## config.mk

```make
export PLATFORM = sky130hd
export DESIGN_NAME = sync_fifo_param
export DESIGN_NICKNAME = d
export VERILOG_FILES = /design/src/rtl/fifo_pkg.sv /design/src/rtl/fifo_mem.sv /design/src/rtl/sync_fifo_param.sv
export SDC_FILE = /design/constraint.sdc
export NUM_CORES = 1
export LEC_CHECK = 0
export CAP_MARGIN = 20
export CORE_MARGIN = 1.5
export CORE_UTILIZATION = 45
export DETAILED_ROUTE_END_ITERATION = 8
export MAX_ROUTING_LAYER = met4
export PLACE_DENSITY = 0.71
export SYNTH_ARGS = -nofsm -noshare
export SYNTH_HDL_FRONTEND = slang
export SYNTH_SLANG_ARGS = --single-unit
```

## constraint.sdc

```tcl
create_clock -name clk -period 6.8 [get_ports clk]
set_clock_uncertainty 0.15 [all_clocks]
set_input_delay 1.02 -clock clk [delete_from_list [all_inputs] [get_ports clk]]
set_output_delay 1.02 -clock clk [all_outputs]
set_load 0.005 [all_outputs]
```

## src/rtl/fifo_pkg.sv

```systemverilog
// rtl/fifo_pkg.sv - shared types and helpers for the parametrised synchronous FIFO
package fifo_pkg;

  typedef enum logic {
    MODE_STD  = 1'b0,
    MODE_FWFT = 1'b1
  } fifo_mode_e;

  function automatic int clog2(input int value);
    int r;
    r = 0;
    while ((1 << r) < value) r++;
    return r;
  endfunction

  localparam int DEF_DEPTH = 16;

  typedef logic [clog2(DEF_DEPTH)-1:0] ptr_t;
  typedef logic [clog2(DEF_DEPTH):0]   cnt_t;

endpackage

```

## src/rtl/fifo_mem.sv

```systemverilog
// rtl/fifo_mem.sv - register array with one synchronous write port and one asynchronous read port
module fifo_mem
  import fifo_pkg::*;
#(
  parameter int DWIDTH = 8,
  parameter int DEPTH  = 16,
  parameter int AW     = clog2(DEPTH)
) (
  input  logic              clk,
  input  logic              we,
  input  logic [AW-1:0]     waddr,
  input  logic [DWIDTH-1:0] wdata,
  input  logic [AW-1:0]     raddr,
  output logic [DWIDTH-1:0] rdata
);

  logic [DWIDTH-1:0] mem [DEPTH];

  always_ff @(posedge clk) begin
    if (we) mem[waddr] <= wdata;
  end

  assign rdata = mem[raddr];

endmodule

```

## src/rtl/sync_fifo_param.sv

```systemverilog
// rtl/sync_fifo_param.sv - parametrised single-clock FIFO with optional first-word-fall-through output
module sync_fifo_param
  import fifo_pkg::*;
#(
  parameter int DWIDTH     = 8,
  parameter int DEPTH      = 16,
  parameter int AFULL_THR  = DEPTH - 2,
  parameter int AEMPTY_THR = 2,
  parameter int FWFT       = 0
) (
  input  logic                   clk,
  input  logic                   rst,
  input  logic                   wr,
  input  logic                   rd,
  input  logic [DWIDTH-1:0]      din,
  input  logic                   clr_err,
  output logic [DWIDTH-1:0]      dout,
  output logic                   empty,
  output logic                   full,
  output logic                   almost_empty,
  output logic                   almost_full,
  output logic [$clog2(DEPTH):0] count,
  output logic                   overflow,
  output logic                   underflow
);

  localparam int AW = clog2(DEPTH);
  localparam int CW = AW + 1;

  logic [AW-1:0]     wptr;
  logic [AW-1:0]     rptr;
  logic [CW-1:0]     cnt;
  logic              wr_ok;
  logic              rd_ok;
  logic [DWIDTH-1:0] mem_rdata;

  assign empty        = (cnt == '0);
  assign full         = (cnt == CW'(DEPTH));
  assign almost_empty = (cnt <= CW'(AEMPTY_THR));
  assign almost_full  = (cnt >= CW'(AFULL_THR));
  assign count        = cnt;

  // A read frees a slot in the same edge, so a full FIFO still takes a write alongside it
  assign wr_ok = wr & (~full | rd);
  assign rd_ok = rd & ~empty;

  always_ff @(posedge clk) begin
    if (rst) begin
      wptr      <= '0;
      rptr      <= '0;
      cnt       <= '0;
      overflow  <= 1'b0;
      underflow <= 1'b0;
    end else begin
      if (wr_ok) wptr <= wptr + 1'b1;
      if (rd_ok) rptr <= rptr + 1'b1;
      case ({wr_ok, rd_ok})
        2'b10:   cnt <= cnt + 1'b1;
        2'b01:   cnt <= cnt - 1'b1;
        default: cnt <= cnt;
      endcase
      overflow  <= (wr & full & ~rd) | (overflow & ~clr_err);
      underflow <= (rd & empty) | (underflow & ~clr_err);
    end
  end

  fifo_mem #(
    .DWIDTH(DWIDTH),
    .DEPTH (DEPTH),
    .AW    (AW)
  ) u_mem (
    .clk  (clk),
    .we   (wr_ok & ~rst),
    .waddr(wptr),
    .wdata(din),
    .raddr(rptr),
    .rdata(mem_rdata)
  );

  generate
    if (FWFT == int'(MODE_FWFT)) begin : g_fwft
      // Head entry is shown directly; forced to zero while empty so reset leaves dout clean
      assign dout = empty ? '0 : mem_rdata;
    end else begin : g_std
      logic [DWIDTH-1:0] dout_q;
      always_ff @(posedge clk) begin
        if (rst)        dout_q <= '0;
        else if (rd_ok) dout_q <= mem_rdata;
      end
      assign dout = dout_q;
    end
  endgenerate

endmodule

```

==> results.sh <==
export IMPL_status="completed"
export IMPL_rows=42
export IMPL_die_h_um=118.9
export IMPL_synth_cell_type_count=37
export IMPL_cp_max_fo=9
export IMPL_clockBufferDepth=2
export IMPL_synth_compound_area_frac=0.05220
export IMPL_required_ns=6.95
export IMPL_critical_path_class="in2reg"
export IMPL_gr_usage_met1=0.2238
export IMPL_rsz0062_at_grt="false"
export IMPL_hp_class="reg2reg"
export IMPL_async_flop_share=0
export IMPL_yosysTopAreaCellShare=0.6363
export IMPL_wl_per_cell_um=19.78
export IMPL_cts_resized=0
export IMPL_first_pass_iters=4
export IMPL_overflow=0
export IMPL_vdd_drop_max_mv=0.2064
export IMPL_ant_nets=0
export IMPL_cpPeakStageDelay_ns=0.48
export IMPL_clk_latency_ns=0.42
export IMPL_grtUsageTotal=0.1829
export IMPL_avgSynthCellArea_sq_um=16.11
export IMPL_cp_start_kind="primary input"
export IMPL_setup_tns_ns=0
export IMPL_endpoint_kind="flip-flop"
export IMPL_routed_wl_um=11850
export IMPL_slew_violations=0
export IMPL_synth_xor_area_frac=0.01015
export IMPL_clock_root_buffer="clkbuf_16"
export IMPL_drv_cap=0
export IMPL_yosysMostFrequentCell="edfxtp_1"
export IMPL_synthMuxAreaShare=0.1179
export IMPL_die_area_sq_um=14130
export IMPL_route_detailed_drc=0
export IMPL_synthCells=375
export IMPL_synth_warnings=0
export IMPL_final_nets=433
export IMPL_whs_ns=0.3430
export IMPL_setup_viol=0
export IMPL_grt_pass1_wl_um=18280
export IMPL_max_freq_mhz=264.7
export IMPL_tritoncts="yes"
export IMPL_dieWidth_um=118.9
export IMPL_io_pins=32
export IMPL_met2_usage=0.2922
export IMPL_grt_start_max_net_pins=51
export IMPL_htree_levels=4
export IMPL_power_density_nw_per_um2=369.4
export IMPL_n_fill_cell=988
export IMPL_num_vias=3268
export IMPL_post_cts_buffers=0
export IMPL_ys_flop_type="edfxtp_1"
export IMPL_synth_largest_area_cell="edfxtp_1"
export IMPL_layout_min_cycle_time_ns=3.778
export IMPL_first_global_vias=3283
export IMPL_drive_gt1_frac=0.1300
export IMPL_ys_seq_area_frac=0.7125
export IMPL_slowest_stage="clkdlybuf4s50_1"
export IMPL_detail_route_vias_per_cell=5.456
export IMPL_numCtsBuffers=17
export IMPL_cts_sinks=151
export IMPL_gp_congestion=0.7845
export IMPL_synth_nets=398
export IMPL_post_route_period_util=0.5555
export IMPL_synth_top_family_by_area="multiplexers"
export IMPL_synth_adder_area_share=0.02196
export IMPL_synth_simple_area_share=0.06089
export IMPL_maxSlewHeadroom=0.4010
export IMPL_synth_area_sq_um=6041
export IMPL_antenna_found_initial=0
export IMPL_hpwlAfterDp_um=7332
export IMPL_synth_area_leaders="edfxtp_1 64%, dfxtp_1 7.6%, mux4_2 6.0%, mux2i_1 5.6%, nor2_1 3.2%"
export IMPL_clk_pin_slew_ns=0.06
export IMPL_placed_area_sq_um=6500
export IMPL_path_cells="clkdlybuf4s50_1, inv_1, a31oi_2, inv_1, ha_1, ha_1, nor2b_1, o21ai_0, a21oi_1, or3b_1, mux2_1"
export IMPL_start_util=0.4580
export IMPL_grt_busiest_layer="met2"
export IMPL_synth_seq_cells=151
export IMPL_synth_edf_count=128
export IMPL_cts_hold_buffers=0
export IMPL_syn2layout_area_growth_pct=18.54
export IMPL_core_sq_um=13190
export IMPL_design_area_sq_um=7161
export IMPL_crit_arrival_ns=3.93
export IMPL_diodes=0
export IMPL_worst_pin_slew_ns=0.8952
export IMPL_synth_common_cells="128 x edfxtp_1, 51 x nor2_1, 34 x mux2i_1, 23 x dfxtp_1"
export IMPL_finalHoldViolCount=0
export IMPL_grtUsageMet3=0.04837
export IMPL_io_buffers=31
export IMPL_p_leak_nw=2.284
export IMPL_drt_iter0_markers=351
-- worst max-delay path, delay by kind of cell --
family / cells / cell delay (ns)
fa+ha+maj: 2 / 0.60
buf+inv: 3 / 0.68
compound gates: 3 / 0.79
mux: 1 / 0.31
simple gates: 2 / 0.52
-- logic make-up (layout without fill, tap and decap cells) --
logic type | Yosys count | in the layout
AO/OA/AOI/OAI | 45 | 45
XOR/XNOR | 7 | 7
adder cells (fa/ha/maj) | 10 | 10
buffers and inverters | 31 | 79
flip-flops | 151 | 151
multiplexers | 51 | 51
AND/OR/NAND/NOR | 80 | 80
-- report_power, final --
group	switching (mW)	total, mW	internal [mW]
Sequential	0.0456	1.10	1.05
Combinational	0.251	0.511	0.261
Clock	0.348	1.03	0.686
Total	0.644	2.65	2.00
-- flip-flops by register name (all words and copies together), names as in the netlist --
signal / cells
rptr: 4
underflow: 1
wptr: 4
overflow: 1
count: 5
dout: 8
u_mem.mem: 128
-- routing by layer --
metal | vias to the layer above | wire [um]
met4 | 0 | 241
met2 | 100 | 5964
li1 | 1517 | -
met1 | 1631 | 5077
met3 | 20 | 565
met5 | - | 0
-- layout make-up --
| class | instances | area, sq um | share of cell area |
|---|---|---|---|
| clock inverter | 13 | 227.7 | 0.03180 |
| clock buffer | 19 | 432.9 | 0.06046 |
| timing repair buffer | 35 | 340.3 | 0.04753 |
| multi-input combinational | 193 | 1589 | 0.2219 |
| tap | 176 | 220.2 | 0.03075 |
| sequential | 151 | 4305 | 0.6013 |
| inverter | 12 | 45.04 | 0.006290 |
-- path summary, 6_finish.rpt --
path              depth (start not counted)                     to                  start  slack [ns]
setup / recovery                         11  count[4]$_SDFFE_PP0P_                     rd        3.02
hold / removal                            2    overflow$_SDFF_PP0_    overflow$_SDFF_PP0_        0.34
setup reg to reg                         11  count[4]$_SDFFE_PP0P_  count[0]$_SDFFE_PP0P_        3.52
hold reg to reg                           2    overflow$_SDFF_PP0_    overflow$_SDFF_PP0_        0.34
-- stage by stage --
step	setup WS (ns)	std cells	power, mW	util
2_1_floorplan	3.451	375	1.432	-
3_3_place_gp	2.751	567	1.615	0.4928
3_5_place_dp	2.625	567	1.634	0.4928
4_1_cts	3.050	599	2.666	0.5429
5_1_grt	2.829	599	2.752	0.5429
6_report	3.022	599	2.645	0.5429
-- placed cells by master (no fill, tap or decap), types with 3 or more instances in the layout --
master | synthesis | routed
mux2i_1 | 34 | 34
nor2b_1 | 4 | 4
inv_1 | 12 | 12
clkdlybuf4s50_1 | 0 | 31
edfxtp_1 | 128 | 128
a21oi_1 | 7 | 7
a22oi_1 | 9 | 9
ha_1 | 9 | 9
clkbuf_16 | 0 | 17
nand3_1 | 3 | 3
clkinv_2 | 0 | 3
nor2_1 | 51 | 51
a311oi_1 | 8 | 8
mux4_2 | 16 | 16
dfxtp_1 | 23 | 22
nand2_1 | 11 | 11
xor2_1 | 5 | 5
o22ai_1 | 16 | 16
bufinv_16 | 0 | 6
buf_4 | 1 | 4
(Power assumes the default switching activity.)
